==> src/rtl/ex_macc_pkg.sv <==
// ----------------------------------------------------------------------------
// ex_macc_pkg : shared widths, op encodings and FSM states for ex_macc
// Revision    : 1.0
// ----------------------------------------------------------------------------
`default_nettype none

package ex_macc_pkg;

    localparam int REG_BUS    = 32;
    localparam int DOUBLE_BUS = 64;

    typedef logic [1:0] macc_op_t;

    localparam macc_op_t MADD  = 2'b00;
    localparam macc_op_t MADDU = 2'b01;
    localparam macc_op_t MSUB  = 2'b10;
    localparam macc_op_t MSUBU = 2'b11;

    typedef enum logic [1:0] {
        MaccIdle = 2'd0,
        MaccMul  = 2'd1,
        MaccAcc  = 2'd2,
        MaccDone = 2'd3
    } macc_state_e;

    // bit 0 selects unsigned operands, bit 1 selects subtraction
    function automatic logic op_is_signed(input macc_op_t op);
        return ~op[0];
    endfunction

    function automatic logic op_is_sub(input macc_op_t op);
        return op[1];
    endfunction

endpackage

`default_nettype wire

==> src/rtl/ex_macc_mul32.sv <==
// ----------------------------------------------------------------------------
// macc_mul32 : registered 32x32 multiplier, signed/unsigned select, 64b result
// Revision   : 1.0
// ----------------------------------------------------------------------------
`default_nettype none

module macc_mul32
    import ex_macc_pkg::*;
(
    input  logic                  clk,
    input  logic                  rst,
    input  logic                  clr_i,
    input  logic                  en_i,
    input  logic                  signed_i,
    input  logic [REG_BUS-1:0]    a_i,
    input  logic [REG_BUS-1:0]    b_i,
    output logic [DOUBLE_BUS-1:0] p_o
);

    logic [DOUBLE_BUS-1:0] a_ext_w;
    logic [DOUBLE_BUS-1:0] b_ext_w;
    logic [DOUBLE_BUS-1:0] p_q;

    // Low 64 bits of a 64x64 product of sign/zero-extended operands equal the
    // true 32x32 signed or unsigned product.
    assign a_ext_w = {{REG_BUS{signed_i & a_i[REG_BUS-1]}}, a_i};
    assign b_ext_w = {{REG_BUS{signed_i & b_i[REG_BUS-1]}}, b_i};

    always_ff @(posedge clk) begin
        if (rst || clr_i) begin
            p_q <= '0;
        end else if (en_i) begin
            p_q <= a_ext_w * b_ext_w;
        end
    end

    assign p_o = p_q;

endmodule

`default_nettype wire

==> src/rtl/ex_macc.sv <==
// ----------------------------------------------------------------------------
// ex_macc  : multi-cycle MADD/MADDU/MSUB/MSUBU sequencer for the EX stage
// Revision : 1.0
// ----------------------------------------------------------------------------
`default_nettype none

module ex_macc
    import ex_macc_pkg::*;
(
    input  logic               clk,
    input  logic               rst,
    input  logic               start,
    input  logic [1:0]         op,
    input  logic [REG_BUS-1:0] reg1,
    input  logic [REG_BUS-1:0] reg2,
    input  logic [REG_BUS-1:0] hi_i,
    input  logic [REG_BUS-1:0] lo_i,
    input  logic               hold,
    input  logic               flush,
    output logic               stallreq,
    output logic               whilo,
    output logic [REG_BUS-1:0] hi_o,
    output logic [REG_BUS-1:0] lo_o
);

    macc_state_e           state_q;
    macc_op_t              op_q;
    logic                  whilo_q;
    logic [REG_BUS-1:0]    hi_q;
    logic [REG_BUS-1:0]    lo_q;
    logic [DOUBLE_BUS-1:0] prod_w;
    logic [DOUBLE_BUS-1:0] acc_d;
    logic                  mul_signed_w;
    logic                  mul_en_w;

    // op is not latched until the launch edge, so the first product uses the live op
    assign mul_signed_w = (state_q == MaccIdle) ? op_is_signed(op) : op_is_signed(op_q);
    assign mul_en_w     = (state_q == MaccIdle) || (state_q == MaccMul);

    macc_mul32 u_mul (
        .clk      (clk),
        .rst      (rst),
        .clr_i    (flush),
        .en_i     (mul_en_w),
        .signed_i (mul_signed_w),
        .a_i      (reg1),
        .b_i      (reg2),
        .p_o      (prod_w)
    );

    // HI/LO are read in ACC so results retiring from MEM/WB are already forwarded
    assign acc_d = op_is_sub(op_q) ? ({hi_i, lo_i} - prod_w)
                                   : ({hi_i, lo_i} + prod_w);

    always_ff @(posedge clk) begin
        if (rst || flush) begin
            state_q <= MaccIdle;
            op_q    <= MADD;
            whilo_q <= 1'b0;
            hi_q    <= '0;
            lo_q    <= '0;
        end else begin
            case (state_q)
                MaccIdle: begin
                    if (start && !hold) begin
                        op_q    <= op;
                        state_q <= MaccMul;
                    end
                end
                MaccMul: begin
                    state_q <= MaccAcc;
                end
                MaccAcc: begin
                    whilo_q <= 1'b1;
                    hi_q    <= acc_d[DOUBLE_BUS-1:REG_BUS];
                    lo_q    <= acc_d[REG_BUS-1:0];
                    state_q <= MaccDone;
                end
                MaccDone: begin
                    if (!hold) begin
                        whilo_q <= 1'b0;
                        hi_q    <= '0;
                        lo_q    <= '0;
                        state_q <= MaccIdle;
                    end
                end
                default: begin
                    state_q <= MaccIdle;
                end
            endcase
        end
    end

    assign stallreq = !rst && ((state_q == MaccIdle) ? start : (state_q != MaccDone));
    assign whilo    = !rst && whilo_q;
    assign hi_o     = rst ? '0 : hi_q;
    assign lo_o     = rst ? '0 : lo_q;

endmodule

`default_nettype wire

==> config.mk <==
export PLATFORM = sky130hd
export DESIGN_NAME = ex_macc
export DESIGN_NICKNAME = d
export VERILOG_FILES = /design/src/rtl/ex_macc_pkg.sv /design/src/rtl/ex_macc_mul32.sv /design/src/rtl/ex_macc.sv
export SDC_FILE = /design/constraint.sdc
export NUM_CORES = 2
export LEC_CHECK = 0
export ABC_AREA = 1
export BUFFER_PORTS_ARGS = -buffer_cell sky130_fd_sc_hd__buf_4
export CAP_MARGIN = 20
export CORE_MARGIN = 5
export CORE_UTILIZATION = 40
export CTS_BUF_LIST = sky130_fd_sc_hd__clkbuf_2
export CTS_CLUSTER_SIZE = 16
export DETAILED_ROUTE_END_ITERATION = 6
export PLACE_DENSITY = 0.54
export SYNTH_ARGS = -nofsm -noshare
export SYNTH_HDL_FRONTEND = slang
export SYNTH_HIERARCHICAL = 1
export SYNTH_SLANG_ARGS = --single-unit
==> constraint.sdc <==
create_clock -name clk -period 11.4 [get_ports clk]
set_clock_uncertainty 0.15 [all_clocks]
set_input_delay 1.14 -clock clk [delete_from_list [all_inputs] [get_ports clk]]
set_output_delay 1.14 -clock clk [all_outputs]
set_load 0.03 [all_outputs]
==> flow_metrics.env <==
export IMPL_gp_congestion=0.934
export IMPL_hpwlAfterDp_um=147000
export IMPL_crit_type="flip-flop to flip-flop"
export IMPL_ctsResizeCount=0
export IMPL_cts_tree="done"
export IMPL_holdWs_ps=227
export IMPL_viasPerCell=4.85
export IMPL_syn_area_um2=53500
export IMPL_final_cell_mix="2183 x nand2_1, 2131 x inv_1, 1126 x fa_1"
export IMPL_placementRows=134
export IMPL_synth_area_leaders="fa_1 42%, nand2_1 15%, inv_1 15%, ha_1 6.5%, dfxtp_1 5.0%"
export IMPL_setup_viol=0
export IMPL_cts_root_buf="clkbuf_2"
export IMPL_reg2reg_depth=35
export IMPL_dieArea_um2=141000
export IMPL_syn_inst=7577
export IMPL_reg2reg_from="state_q[0]$_SDFFE_PP0P_"
export IMPL_dp_cells=9241
export IMPL_clk_latency_ps=1070
export IMPL_antenna_found_initial=2
export IMPL_mostFrequentLayoutCell="nand2_1"
export IMPL_drc=0
export IMPL_cp_start_kind="flip-flop"
export IMPL_grt_pass1_vias=47700
export IMPL_ff2ff_setup_slack_ps=1620
export IMPL_synth_top_area_share_pct=42.1
export IMPL_cts_max_level=4
export IMPL_core_area_um2=133000
export IMPL_yosysTopAreaCell="fa_1"
export IMPL_grt_overflow_total=0
export IMPL_path_common_cell="inv_1"
export IMPL_initial_utilization_pct=40.2
export IMPL_first_pass_iters=6
export IMPL_status="complete, no violations"
export IMPL_drt_wl_total_um=177000
export IMPL_slew_viol_final=0
export IMPL_maxCapViolCount=0
export IMPL_hold_class="primary input to flip-flop"
export IMPL_synth_cell_types=49
export IMPL_fin_util_pct=42.3
export IMPL_io_pins=201
export IMPL_critical_path_required_ps=12180
export IMPL_wl_per_cell_um=19.1
export IMPL_grt_first_pass_wirelength_um=279000
export IMPL_tns_ps=0
export IMPL_fin_crit_sh_pct=85.8
export IMPL_rsz0062_at_grt="false"
export IMPL_io_buffers=200
export IMPL_end_kind="flip-flop"
export IMPL_crit_slowest_cell="fa_1"
export IMPL_fin_crit_ps=9780
export IMPL_yosysWarnings=6
export IMPL_grt_max_degree=70
export IMPL_hold_violations=0
export IMPL_crit_fanout=18
export IMPL_drive_gt1_share_pct=5.33
export IMPL_final_nets=9034
export IMPL_cts_setup_buffers=0
export IMPL_clockBufferDepth=2
export IMPL_worstMarginPinSlew_ps=1020
export IMPL_r2r_end="u_mul/p_o[57]$_SDFFE_PP0P_"
export IMPL_clkTransAtPathRegs_ps=250
export IMPL_yosysSeqAreaShare_pct=4.97
export IMPL_die_x_um=376
export IMPL_crit_path_start="state_q[0]$_SDFFE_PP0P_"
export IMPL_endpoint="u_mul/p_o[57]$_SDFFE_PP0P_"
export IMPL_cp_arrival_ps=10560
export IMPL_postRouteAntennaNets=0
export IMPL_avgSynthCellArea_um2=7.06
export IMPL_syn_num_nets=9118
export IMPL_cpPeakStageDelay_ps=1090
export IMPL_vias=45000
export IMPL_areaGrowthSynthToFinish_pct=5.38
export IMPL_cts_sinks=133
export IMPL_drtIter0Drc=2873
export IMPL_hold_buffers=0
export IMPL_max_slew_margin_pct=31.6
export IMPL_grt_total_usage_pct=25.3
export IMPL_ys_ff_latch=133
export IMPL_final_cells=9279
export IMPL_numCtsBuffers=17
export IMPL_fp_dieH_um=376
export IMPL_fmax_mhz=102
[synth_stat cells, drive strengths merged]
master,instances
a31oi,1
and2,4
a41oi,1
fa,1126
nand3,213
nand3b,26
dfxtp,133
clkbuf,293
nor3,33
o211ai,2
o21a,1
a2bb2oi,2
ha,280
xnor2,20
or2,30
nor4,2
nand4,20
buf,23
nor2,574
o21bai,21
o221ai,1
a211oi,5
a21boi,1
a21o,7
nand2,2213
o21ai,119
inv,2138
a21oi,214
o31ai,4
xor2,70
[per-stage QoR]
stage / area, um^2 / setup slack (ps)
2_1_floorplan: 53500 / 2740
5_1_grt: 56400 / 934
3_3_place_gp: 56100 / 1040
4_1_cts: 56400 / 1450
3_5_place_dp: 56100 / 1010
6_report: 56400 / 1620
[sequential cells by signal, summed over array words and instances (netlist names)]
register   cells
hi_q          32
lo_q          32
op_q           2
state_q        2
u_mul/p_o     64
whilo_q        1
[critical path, delay by kind of cell (launching register included)]
kind,cells,cell delay (ps)
fa+ha+maj,10,5300
buf+inv,11,1960
simple gates,11,940
compound gates,3,930
flops,1,390
[cell type report]
type	count	area, um^2
Inverter	2138	8030
Tap cell	1768	2210
Clock buffer	17	85.1
Clock inverter	15	156
Antenna cell	5	12.5
Multi-Input combinational cell	4990	41600
Sequential cell	133	2660
Timing Repair Buffer	213	1610
Fill cell	14100	76900
[layer usage]
layer | share of wire [%] | routed length, um | GRT usage (%) | vias to the layer above
met5 | 0 | 0 | 0 | -
met4 | 1.8 | 3120 | 4.66 | 0
met3 | 4.7 | 8260 | 2.67 | 172
met2 | 48 | 85600 | 43.9 | 1120
met1 | 45 | 80300 | 34.7 | 22500
li1 | - | - | - | 21200
[cell families after synthesis]
| group | synth area share [%] |
|---|---|
| buffers and inverters | 17.3 |
| flip-flops | 4.97 |
| adder cells (fa/ha/maj) | 48.7 |
| AO/OA/AOI/OAI | 3.97 |
| AND/OR/NAND/NOR | 23.7 |
| XOR/XNOR | 1.47 |
[worst min path at each step]
stage,from,endpoint,slack [ps],depth (start not counted)
after floorplan,op_q[0]$_SDFFE_PP0P_,op_q[0]$_SDFFE_PP0P_,290,2
after global placement,hi_q[29]$_SDFFE_PP0P_,hi_q[29]$_SDFFE_PP0P_,300,2
after detailed placement,hi_q[25]$_SDFFE_PP0P_,hi_q[25]$_SDFFE_PP0P_,310,2
after CTS,op[0],op_q[0]$_SDFFE_PP0P_,120,3
after global routing,op[0],op_q[0]$_SDFFE_PP0P_,110,3
final,op[0],op_q[0]$_SDFFE_PP0P_,230,3
Power is not shown: default switching activity piles up to over one toggle a cycle in this logic, so the estimate is an artifact.
